[src/rtl/cpu_mem_arbiter.sv]
// rtl/cpu_mem_arbiter.sv - fetch/load-store arbiter for a shared fixed-latency memory
// One outstanding access; data port preferred, fetch wins after STARVE_MAX lost rounds.
module cpu_mem_arbiter #(
  parameter int ADDR_W     = 32,
  parameter int DATA_W     = 32,
  parameter int MEM_LAT    = 2,
  parameter int STARVE_MAX = 4
) (
  input  logic                  clk,
  input  logic                  rst,
  input  logic                  if_req,
  input  logic [ADDR_W-1:0]     if_addr,
  output logic                  if_gnt,
  output logic                  if_rvalid,
  output logic [DATA_W-1:0]     if_rdata,
  input  logic                  d_req,
  input  logic                  d_we,
  input  logic [DATA_W/8-1:0]   d_be,
  input  logic [ADDR_W-1:0]     d_addr,
  input  logic [DATA_W-1:0]     d_wdata,
  output logic                  d_gnt,
  output logic                  d_rvalid,
  output logic [DATA_W-1:0]     d_rdata,
  output logic                  mem_en,
  output logic                  mem_we,
  output logic [DATA_W/8-1:0]   mem_be,
  output logic [ADDR_W-1:0]     mem_addr,
  output logic [DATA_W-1:0]     mem_wdata,
  input  logic [DATA_W-1:0]     mem_rdata,
  output logic                  busy
);

  localparam int BE_W = DATA_W / 8;
  localparam logic [3:0] LAT_M1 = 4'(MEM_LAT - 1);
  localparam logic [3:0] SMAX   = 4'(STARVE_MAX);

  typedef enum logic [1:0] {IDLE, WAIT, RESP} state_t;

  state_t            state_q, state_d;
  logic [3:0]        cnt_q;
  logic [3:0]        starve_q;
  logic              owner_d_q;
  logic              owner_we_q;
  logic [DATA_W-1:0] if_rdata_q;
  logic [DATA_W-1:0] d_rdata_q;
  logic              grant_ok;
  logic              fetch_wins;
  logic              any_gnt;
  logic              capture;

  // Grants are only legal when no access is mid-flight and reset is released.
  always_comb begin
    grant_ok   = rst && (state_q == IDLE || state_q == RESP);
    fetch_wins = (starve_q == SMAX);
    if_gnt     = grant_ok && if_req && (!d_req || fetch_wins);
    d_gnt      = grant_ok && d_req && !(if_req && fetch_wins);
    any_gnt    = if_gnt || d_gnt;
    capture    = (state_q == WAIT) && (cnt_q == 4'd0);
  end

  always_ff @(posedge clk or negedge rst) begin
    if (!rst) begin
      state_q <= IDLE;
    end else begin
      state_q <= state_d;
    end
  end

  always_comb begin
    state_d = state_q;
    case (state_q)
      IDLE:    if (any_gnt) state_d = WAIT;
      WAIT:    if (cnt_q == 4'd0) state_d = RESP;
      RESP:    state_d = any_gnt ? WAIT : IDLE;
      default: state_d = IDLE;
    endcase
  end

  always_ff @(posedge clk or negedge rst) begin
    if (!rst) begin
      cnt_q      <= 4'd0;
      owner_d_q  <= 1'b0;
      owner_we_q <= 1'b0;
    end else if (any_gnt) begin
      cnt_q      <= LAT_M1;
      owner_d_q  <= d_gnt;
      owner_we_q <= d_gnt && d_we;
    end else if (state_q == WAIT && cnt_q != 4'd0) begin
      cnt_q <= cnt_q - 4'd1;
    end
  end

  // Read data is sampled on the last WAIT cycle; write completions return zero.
  always_ff @(posedge clk or negedge rst) begin
    if (!rst) begin
      if_rdata_q <= '0;
      d_rdata_q  <= '0;
    end else if (capture) begin
      if (owner_d_q) begin
        d_rdata_q <= owner_we_q ? '0 : mem_rdata;
      end else begin
        if_rdata_q <= mem_rdata;
      end
    end
  end

  always_ff @(posedge clk or negedge rst) begin
    if (!rst) begin
      starve_q <= 4'd0;
    end else if (!if_req || if_gnt) begin
      starve_q <= 4'd0;
    end else if (grant_ok && starve_q != SMAX) begin
      starve_q <= starve_q + 4'd1;
    end
  end

  always_comb begin
    if_rvalid = (state_q == RESP) && !owner_d_q;
    d_rvalid  = (state_q == RESP) && owner_d_q;
    if_rdata  = if_rdata_q;
    d_rdata   = d_rdata_q;
    busy      = (state_q != IDLE);
    mem_en    = any_gnt;
    mem_we    = d_gnt && d_we;
    mem_be    = '0;
    mem_addr  = '0;
    mem_wdata = '0;
    if (d_gnt) begin
      mem_be    = d_be;
      mem_addr  = d_addr;
      mem_wdata = d_wdata;
    end else if (if_gnt) begin
      mem_be   = {BE_W{1'b1}};
      mem_addr = if_addr;
    end
  end

endmodule

[config.mk]
export PLATFORM = sky130hd
export DESIGN_NAME = cpu_mem_arbiter
export DESIGN_NICKNAME = d
export VERILOG_FILES = /design/src/rtl/cpu_mem_arbiter.sv
export SDC_FILE = /design/constraint.sdc
export NUM_CORES = 1
export LEC_CHECK = 0
export ABC_AREA = 1
export BUFFER_PORTS_ARGS = -buffer_cell sky130_fd_sc_hd__buf_2
export CAP_MARGIN = 20
export CELL_PAD_IN_SITES_DETAIL_PLACEMENT = 1
export CELL_PAD_IN_SITES_GLOBAL_PLACEMENT = 1
export CORE_MARGIN = 10
export CORE_UTILIZATION = 28
export CTS_BUF_LIST = sky130_fd_sc_hd__clkbuf_8 sky130_fd_sc_hd__clkbuf_16
export CTS_CLUSTER_SIZE = 30
export DETAILED_ROUTE_END_ITERATION = 6
export PLACE_DENSITY = 0.78
export SYNTH_ARGS = -nofsm -noshare
export SYNTH_HDL_FRONTEND = slang
export SYNTH_SLANG_ARGS = --single-unit
[constraint.sdc]
create_clock -name clk -period 1.5 [get_ports clk]
set_input_delay 0.075 -clock clk [delete_from_list [all_inputs] [get_ports clk]]
set_output_delay 0.075 -clock clk [all_outputs]
set_load 0.02 [all_outputs]
==> results of run 1 <==
## worst register-to-register path: stages, from the launching register on
cell and delay, ns:
dfrtp_1 0.40, buf_6 0.13, buf_6 0.12, nor2_4 0.08, o21ai_1 0.07, buf_4 0.17
buf_6 0.13, buf_6 0.13, nand3_1 0.09, nand2_1 0.07
## worst paths after layout
| path | slack, ns | cells after the start | endpoint |
|---|---|---|---|
| max reg2reg | 0.01 | 9 | cnt_q[3] |
| min in group asynchronous | 0.35 | 3 | state_q[0] |
| max | -0.42 | 11 | mem_addr[0] |
| min reg2reg | 0.47 | 2 | if_rdata[28] |
| max in group asynchronous | 0.37 | 3 | if_rdata[0] |
| min | 0.005 | 3 | if_rdata[21] |
## registers in the layout, summed over array words and instances (netlist names)
| name | cells |
|---|---|
| if_rdata | 32 |
| d_rdata | 32 |
| owner_we_q | 1 |
| owner_d_q | 1 |
| starve_q | 4 |
| cnt_q | 4 |
| state_q | 2 |
## cells by family (layout without fill, tap and decap cells)
group / after synthesis / count (layout) / synth area share
AO/OA/AOI/OAI: 39 / 39 / 0.0765
adder cells (fa/ha/maj): 4 / 4 / 0.0124
other: 0 / 1 / 0
flip-flops: 76 / 76 / 0.471
XOR/XNOR: 2 / 2 / 0.00434
buffers and inverters: 81 / 428 / 0.0932
AND/OR/NAND/NOR: 344 / 344 / 0.343
## placed cells by master (no fill, tap or decap), types with 3 or more instances in the layout
cell           instances
buf_4                 44
o21ai_0                4
o21ai_2               30
inv_2                  8
dfrtp_1               75
buf_16                 3
buf_2                206
o21ai_1                4
clkbuf_16             14
nand2_2               33
buf_6                 65
inv_1                 42
nand2_4               16
nor2_2                 9
nor2_1                21
nor2_4                19
nand2_1              200
dlygate4sd3_1         25
buf_12                 9
nand3_1               39
## layout make-up
| type | count | area (um^2) | share of cell area |
|---|---|---|---|
| timing repair buffer | 359 | 2760 | 0.364 |
| multi-input combinational | 389 | 2170 | 0.286 |
| sequential | 76 | 1900 | 0.251 |
| clock buffer | 10 | 239 | 0.0315 |
| tap | 180 | 225 | 0.0297 |
| inverter | 53 | 220 | 0.0290 |
| clock inverter | 6 | 70.1 | 0.00923 |
| antenna | 1 | 2.50 | 0.000330 |
## layer usage
| layer | wire [um] | vias to the layer above | share of wire |
|---|---|---|---|
| li1 | - | 2356 | - |
| met1 | 8460 | 2488 | 0.36 |
| met2 | 12200 | 264 | 0.51 |
| met3 | 2070 | 51 | 0.088 |
| met4 | 973 | 0 | 0.041 |
| met5 | 0 | - | 0 |
## through the flow
stage	hold WS, ns	cell area (um^2)	setup TNS [ns]
after floorplan	-0.221	4040	0
after global placement	0.0597	5830	-0.536
after detailed placement	0.0677	5830	-1.57
after CTS	0.00127	7100	-19.12
after global routing	0.00524	7590	-28.42
final	0.00457	7590	-22.37
## power by group through the flow
stage / Combinational (mW) / Sequential [mW] / Clock, mW
finish: 7.40 / 3.62 / 2.26
global route: 7.98 / 3.75 / 2.42
floorplan: 2.56 / 4.64 / 0
detailed placement: 6.21 / 3.62 / 0
global placement: 6.05 / 3.56 / 0
CTS: 6.90 / 3.59 / 2.31
## repair_timing
action,CTS,global route
resized for setup,162,115
hold endpoints to repair,83,0
buffers inserted,11,8
pin swaps,6,10
cloned,5,7
setup endpoints to repair,96,131
hold buffers,25,0
==> run_results.csv, run 1 <==
group,metric,value,unit
outcome,status,"finished, violations left",
outcome,violations,"negative setup slack",
clock_network,htree_levels,3,
synth,synth-async-reset-ratio,1.00,
power_and_ir_drop,p_sw,6.11,mW
detailed_routing,viasPerCell,4.80,
placed_design,dp_cells,1006,
synth,synth-seq-cells,76,
critical_path,startpoint,"starve_q[1]",
clock_network,clkTransAtPathRegs,0.07,ns
critical_path,reg2reg_from,"state_q[0]",
sta,hold_viol,0,
sta,tightestPinTransition,0.817,ns
final_layout,area_growth,87.8,%
critical_path,cp-end-kind,"output pin",
placed_design,routabilityCongestion,0.814,
power_and_ir_drop,seq_power_share,0.273,
synth,synth_area_leader_cell,"dfrtp_1",
sta,period_needed,1.92,ns
power_and_ir_drop,vdd.ir_drop.worst,0.000658,V
critical_path,crit_chain,"inv_2, ha_4, nand3_4, inv_2, nand2_2, nand2_4, inv_8, buf_16, nand2_1, nand2_2, buf_6",
synth,synth_cells,546,
critical_path,crit_path_max_fanout,16,
placed_design,dp_slack,-0.0659,ns
detailed_routing,ant_nets,0,
synth,ys_top_cells_by_count,"244 x nand2_1, 76 x dfrtp_1, 49 x inv_1",
sta,rsz0062_at_grt,"yes",
placed_design,portBuffers,275,
grt,antenna_found_initial,1,
critical_path,critPathRequiredTime,1.42,ns
grt,overflow,0,
grt,grt.busiest_layer,"met2",
sta,fin_skew,0.00660,ns
sta,fin_ws,-0.419,ns
clock_network,tritoncts,"done",
final_layout,final_nets,1029,
power_and_ir_drop,p_sw_frac,0.460,
synth,synth-edff-count,0,
sta,final.period_utilization,1.28,
detailed_routing,vias,5159,
sta,maxSlewViolCount,0,
synth,syn_nets,687,
worst_hold_path,hold_path.class,"primary input to flip-flop",
floorplanning,io_pins,276,
power_and_ir_drop,p_total,13.3,mW
synth,yosysTopAreaCellShare,0.471,
grt,met1_usage,0.218,
grt,grt_max_degree,65,
synth,ys_types,23,
synth,synth_area_leaders,"dfrtp_1 47%, nand2_1 23%, o21ai_2 6.5%",
power_and_ir_drop,intPower,7.17,mW
power_and_ir_drop,p_per_area,1750,mW/mm^2
detailed_routing,first_pass_iters,4,
grt,grt_pass1_wl,32800,um
critical_path,cp_num_buf_inv,5,
final_layout,n_fill_cell,1690,
grt,met2_usage,0.370,
detailed_routing,wl_per_cell,22.0,um
flow_run,max_cap_viol_count,0,
synth,syn_avg_cell_area,7.40,um^2
clock_network,numCtsBuffers,9,
synth,ys_seq_area_frac,0.471,
critical_path,worstSetupPathType,"flip-flop to output pin",
final_layout,final_layout_size_suffix_gt1_frac,0.533,
floorplanning,design.core.area,0.0140,mm^2
final_layout,final_cells,1074,
synth,ys.flop_type,"dfrtp_1",
sta,timing.fmax,0.521,GHz
synth,synth_most_common_cell,"nand2_1",
detailed_routing,drtIter0Drc,230,
critical_path,startpoint_type,"flip-flop",
clock_network,numClockSinks,76,
detailed_routing,drcViolationCount,0,
floorplanning,die_w,140,um
grt,grt_usage,0.211,
clock_network,worstSkewPairLatency,0.34,ns
power_and_ir_drop,leakage,4.26,nW
floorplanning,fp-row-count,43,
critical_path,crit_family,"buffers and inverters",
sta,slew_headroom,0.455,
grt,grtUsageMet3,0.0798,
clock_network,clk_path_buf_depth,2,
detailed_routing,routed_wl,23700,um
synth,yosysWarnings,0,
placed_design,dp_hpwl,15000,um
sta,finalSetupViolCount,72,
synth,syn_area,0.00404,mm^2
clock_network,cts_root_buffer,"clkbuf_16",
critical_path,cpMaxStageDelayCell,"dfrtp_1",
floorplanning,die-area,0.0196,mm^2
critical_path,slowest_delay,0.39,ns
floorplanning,start_util,0.289,
power_and_ir_drop,p_clk_frac,0.170,
critical_path,arrival,1.84,ns
floorplanning,die_h,140,um
final_layout,utilization,0.543,
worst_hold_path,min_from,"mem_rdata[21]",
grt,grt_pass1_vias,5739,
power_and_ir_drop,p_comb_frac,0.557,
Note: power is estimated with default switching activity, not from simulation.
==> run 2: changes to the inputs <==
--- a/config.mk
+++ b/config.mk
@@ -15,6 +15,7 @@
 export CTS_BUF_LIST = sky130_fd_sc_hd__clkbuf_8 sky130_fd_sc_hd__clkbuf_16
 export CTS_CLUSTER_SIZE = 30
 export DETAILED_ROUTE_END_ITERATION = 6
+export HOLD_SLACK_MARGIN = 0.05
 export PLACE_DENSITY = 0.78
 export SYNTH_ARGS = -nofsm -noshare
 export SYNTH_HDL_FRONTEND = slang
==> run_results.csv, run 2 (synthesized netlist as in run 1, its figures left out) <==
group,metric,value,unit
sta,hold_viol,0,
placed_design,portBuffers,275,
clock_network,clkTransAtPathRegs,0.06,ns
detailed_routing,first_pass_iters,4,
clock_network,numCtsBuffers,9,
grt,antenna_found_initial,1,
critical_path,startpoint_type,"flip-flop",
floorplanning,design.core.area,0.0140,mm^2
clock_network,cts_root_buffer,"clkbuf_16",
critical_path,arrival,1.84,ns
detailed_routing,routed_wl,23900,um
outcome,violations,"negative setup slack",
detailed_routing,wl_met2,12300,um
sta,slew_headroom,0.458,
sta,maxSlewViolCount,0,
detailed_routing,ant_nets,0,
clock_network,tritoncts,"done",
sta,tightestPinTransition,0.812,ns
final_layout,n_fill_cell,1670,
placed_design,dp_slack,-0.0659,ns
floorplanning,die-area,0.0196,mm^2
detailed_routing,drtIter0Drc,228,
sta,timing.fmax,0.522,GHz
sta,fin_skew,0.00555,ns
final_layout,final_layout_size_suffix_gt1_frac,0.528,
detailed_routing,wl_met1,8620,um
grt,grt_usage,0.215,
grt,grt_pass1_vias,5866,
detailed_routing,drcViolationCount,0,
critical_path,critPathRequiredTime,1.42,ns
power_and_ir_drop,p_per_area,1740,mW/mm^2
detailed_routing,wl_per_cell,22.1,um
detailed_routing,highest_layer,"met4",
flow_run,max_cap_viol_count,0,
detailed_routing,viasPerCell,4.82,
final_layout,final_nets,1037,
critical_path,crit_path_max_fanout,16,
floorplanning,die_w,140,um
power_and_ir_drop,leakage,4.30,nW
clock_network,numClockSinks,76,
grt,grt_max_degree,65,
sta,final.period_utilization,1.28,
clock_network,worstSkewPairLatency,0.33,ns
power_and_ir_drop,p_total,13.3,mW
clock_network,htree_levels,3,
sta,fin_ws,-0.416,ns
grt,overflow,0,
floorplanning,start_util,0.289,
placed_design,dp_hpwl,15000,um
outcome,status,"finished, violations left",
worst_hold_path,hold_path.class,"primary input to flip-flop",
floorplanning,io_pins,276,
sta,finalSetupViolCount,72,
final_layout,layout_commonest_cell,"buf_2",
critical_path,worstSetupPathType,"flip-flop to output pin",
floorplanning,die_h,140,um
critical_path,cp-end-kind,"output pin",
placed_design,routabilityCongestion,0.814,
final_layout,final_cell_mix,"206 x buf_2, 200 x nand2_1, 75 x dfrtp_1",
power_and_ir_drop,vdd.ir_drop.worst,0.000650,V
final_layout,area_growth,89.9,%
detailed_routing,dr_wl_met3,2010,um
clock_network,clk_path_buf_depth,2,
grt,grt_pass1_wl,33500,um
sta,rsz0062_at_grt,"yes",
sta,period_needed,1.92,ns
detailed_routing,vias,5218,
floorplanning,fp-row-count,43,
## run 2: cell count changes in the layout (fill, tap and decap cells not counted), sizes merged
cell	before	now
dlygate4sd3	25	33
diode	1	2
## run 2: final timing paths
path | slack (ns) | from | cells past startpoint | endpoint
min in group asynchronous | 0.35 | rst | 3 | state_q[0]
worst min-delay path | 0.06 | if_req | 3 | starve_q[3]
worst max-delay path | -0.42 | starve_q[1] | 11 | mem_addr[17]
worst max register to register | 0.01 | state_q[0] | 9 | cnt_q[3]
worst min register to register | 0.47 | if_rdata[28] | 2 | if_rdata[28]
max in group asynchronous | 0.37 | rst | 3 | if_rdata[0]
## run 2: metrics by stage
step                      cells  hold slack, ns   util  setup TNS, ns  instance area [um^2]
after floorplan             546          -0.221      -              0                  4040
after global placement     1006          0.0597  0.417         -0.536                  5830
after detailed placement   1006          0.0677  0.417          -1.57                  5830
after CTS                  1071          0.0534  0.513         -19.12                  7180
after global routing       1082          0.0670  0.548         -28.43                  7670
final                      1083          0.0585  0.549         -22.25                  7670
## run 2: area by class of cell
class / instances / area, um^2 / share of cell area
timing repair buffer: 367 / 2840 / 0.370
multi-input combinational: 389 / 2170 / 0.283
sequential: 76 / 1900 / 0.248
clock buffer: 10 / 239 / 0.0311
tap: 180 / 225 / 0.0293
inverter: 53 / 220 / 0.0287
clock inverter: 6 / 70.1 / 0.00913
antenna: 2 / 5.00 / 0.000652
## run 2: power by group
part	total (mW)	switching [mW]	internal, mW	leakage [nW]
clock	2.26	0.908	1.35	0.153
sequential	3.63	0.593	3.03	0.930
combinational	7.44	4.64	2.80	3.21
## run 2: worst max-delay path, stage by stage, from the launching register on
cell and delay (ns):
dfrtp_1 0.39, inv_2 0.09, ha_4 0.14, nand3_4 0.07, inv_2 0.06, nand2_2 0.05
nand2_4 0.14, inv_8 0.07, buf_16 0.16, nand2_1 0.08, nand2_1 0.08, buf_2 0.17
## run 2: what timing repair did
item / 4_1_cts / 5_1_grt
hold buffers: 33 / 0
cloned: 5 / 7
setup buffers: 11 / 8
hold endpoints to repair: 140 / 0
pin swaps: 6 / 10
setup endpoints to repair: 96 / 132
gates resized for setup: 162 / 115
## run 2: routing by layer
layer  global-route usage  vias up
li1                     -     2376
met5                    0        -
met4               0.0962        0
met3               0.0791       48
met2                0.385      253
met1                0.218     2541
==> run 3: changes to the inputs <==
--- a/config.mk
+++ b/config.mk
@@ -5,13 +5,13 @@
 export SDC_FILE = /design/constraint.sdc
 export NUM_CORES = 1
 export LEC_CHECK = 0
-export ABC_AREA = 1
+export ABC_AREA = 0
 export BUFFER_PORTS_ARGS = -buffer_cell sky130_fd_sc_hd__buf_2
 export CAP_MARGIN = 20
 export CELL_PAD_IN_SITES_DETAIL_PLACEMENT = 1
 export CELL_PAD_IN_SITES_GLOBAL_PLACEMENT = 1
 export CORE_MARGIN = 10
-export CORE_UTILIZATION = 28
+export CORE_UTILIZATION = 30
 export CTS_BUF_LIST = sky130_fd_sc_hd__clkbuf_8 sky130_fd_sc_hd__clkbuf_16
 export CTS_CLUSTER_SIZE = 30
 export DETAILED_ROUTE_END_ITERATION = 6
==> run_results.csv, run 3 <==
group,metric,value,unit
outcome,status,"finished, violations left",
outcome,violations,"negative setup slack",
power_and_ir_drop,p_per_area,1650,mW/mm^2
synth,ys.flop_type,"dfrtp_1",
synth,synth-seq-cells,76,
detailed_routing,viasPerCell,5.04,
grt,grt_max_degree,73,
power_and_ir_drop,leakage,4.08,nW
synth,synth_cells,401,
sta,fin_skew,0.0113,ns
grt,grt_pass1_wl,33400,um
grt,antenna_found_initial,1,
floorplanning,design.core.area,0.0134,mm^2
synth,synth_area_leaders,"dfrtp_1 46%, mux2_4 11%, mux2_2 8.9%",
power_and_ir_drop,vdd.ir_drop.worst,0.000701,V
grt,overflow,0,
synth,ys_types,35,
critical_path,cpMaxStageDelayCell,"or4_1",
sta,final.period_utilization,1.41,
critical_path,critPathRequiredTime,1.73,ns
clock_network,htree_levels,3,
sta,timing.fmax,0.473,GHz
placed_design,portBuffers,275,
critical_path,crit_top_cell,"buf_6",
sta,tightestPinTransition,0.939,ns
final_layout,layout_commonest_cell,"buf_2",
synth,ys_top_cells_by_count,"76 x dfrtp_1, 73 x nand2_1, 35 x nor2b_1",
sta,fin_ws,-0.615,ns
worst_hold_path,hold_path.class,"primary input to asynchronous set/reset pin",
clock_network,worstSkewPairLatency,0.34,ns
placed_design,routabilityCongestion,0.842,
critical_path,worstSetupPathType,"flip-flop to flip-flop",
final_layout,area_growth,104,%
sta,period_needed,2.12,ns
critical_path,cp_num_buf_inv,5,
detailed_routing,ant_nets,0,
detailed_routing,vias,4752,
final_layout,final_layout_size_suffix_gt1_frac,0.682,
synth,synth-async-reset-ratio,1.00,
detailed_routing,drcViolationCount,0,
clock_network,cts_root_buffer,"clkbuf_16",
sta,hold_viol,0,
critical_path,worst-path-stages,9,
detailed_routing,drtIter0Drc,260,
detailed_routing,first_pass_iters,4,
final_layout,fin_area,0.00850,mm^2
placed_design,dp_hpwl,14200,um
placed_design,dpl_cell_area,0.00654,mm^2
critical_path,cp-end-kind,"flip-flop",
clock_network,clk_path_buf_depth,2,
floorplanning,die_w,138,um
floorplanning,die_h,138,um
flow_run,max_cap_viol_count,0,
final_layout,n_fill_cell,1395,
floorplanning,fp-row-count,42,
sta,rsz0062_at_grt,"yes",
synth,synth-edff-count,0,
sta,slew_headroom,0.374,
detailed_routing,routed_wl,24000,um
synth,syn_area,0.00416,mm^2
critical_path,crit_path_max_fanout,4,
critical_path,startpoint_type,"flip-flop",
clock_network,numCtsBuffers,9,
grt,grt_usage,0.229,
synth,syn_avg_cell_area,10.4,um^2
critical_path,crit_family,"simple AND/OR/NAND/NOR gates",
critical_path,slowest_delay,0.49,ns
synth,synth_most_common_cell,"dfrtp_1",
synth,yosysTopAreaCellShare,0.457,
synth,yosysWarnings,0,
critical_path,arrival,2.35,ns
synth,ys_seq_area_frac,0.457,
sta,finalSetupViolCount,142,
clock_network,tritoncts,"done",
final_layout,final_cell_mix,"201 x buf_2, 93 x buf_6, 76 x dfrtp_1",
synth,syn_nets,542,
clock_network,clkTransAtPathRegs,0.07,ns
clock_network,numClockSinks,76,
critical_path,reg2reg_depth,9,
synth,synth_area_leader_cell,"dfrtp_1",
floorplanning,die-area,0.0190,mm^2
grt,grt_pass1_vias,5472,
floorplanning,start_util,0.310,
sta,maxSlewViolCount,0,
detailed_routing,wl_per_cell,25.5,um
floorplanning,io_pins,276,
final_layout,utilization,0.634,
critical_path,crit_chain,"inv_2, ha_4, and3b_2, buf_4, buf_6, buf_6, buf_6, or4_1, a31oi_1",
final_layout,final_nets,901,
==> run 3: cell types whose count changed in the layout (fill, tap and decap cells not counted), sizes merged, moves of 33 or more <==
cell   previous run  this run
and2              0        33
inv              53        10
mux2              0        65
nand2           249        73
nand3            41         3
nor2             50         3
nor2b             0        35
==> run 3: layer usage <==
metal	GRT usage	wire [um]	vias to the layer above
met2	0.431	13100	229
met4	0.0718	411	0
met3	0.0710	1990	37
met1	0.236	8550	2400
li1	-	-	2086
met5	0	0	-
==> run 3: worst paths after layout <==
check	startpoint	to	slack, ns
worst min-delay path	rst	cnt_q[2]	0.02
min in group clk	d_req	state_q[0]	0.16
worst min register to register	d_rdata[3]	d_rdata[3]	0.51
max in group asynchronous	rst	if_rdata[24]	0.88
worst max register to register	starve_q[0]	starve_q[3]	-0.62
worst max-delay path	starve_q[0]	starve_q[3]	-0.62
==> run 3: report_power, final <==
group          leakage, nW  switching (mW)  internal, mW
Sequential           0.930           0.691          3.00
Combinational         3.02            4.26          4.08
Clock                0.133           0.906          1.11
Total                 4.08            5.86          8.19
==> run 3: logic make-up after synthesis <==
kind of cell / after synthesis / share of synthesized area
compound gates: 54 / 0.0809
simple gates: 161 / 0.200
mux: 67 / 0.208
fa+ha+maj: 4 / 0.0120
flops: 76 / 0.457
buf+inv: 39 / 0.0418
==> run 3: layout make-up <==
cell class                 instances  area (um^2)  area share
multi-input combinational        286         2940       0.346
inverter                           8         30.0     0.00353
clock buffer                       9          225      0.0265
sequential                        76         1900       0.224
antenna                            1         2.50    0.000294
timing repair buffer             379         3140       0.369
clock inverter                     7         42.5     0.00500
tap                              176          220      0.0259
==> run 3: repair_timing <==
item,CTS,global route
gates resized for setup,218,38
pin swaps,8,16
cloned,10,5
setup buffers,19,9
hold endpoints to repair,37,0
endpoints found under the setup margin,143,146
hold buffers,34,0
==> run 3: through the flow <==
step                      setup WS (ns)  power, mW  setup TNS [ns]  cells  hold slack [ns]
after floorplan                  -0.353       7.70          -22.35    401           -0.221
after global placement           -0.393       9.80          -30.82    856           -0.106
after detailed placement         -0.425       10.1          -36.47    856          -0.0954
after CTS                        -0.518       13.6          -57.57    934           0.0662
after global routing             -0.693       14.7          -64.67    942            0.105
final                            -0.615       14.1          -58.01    942           0.0192
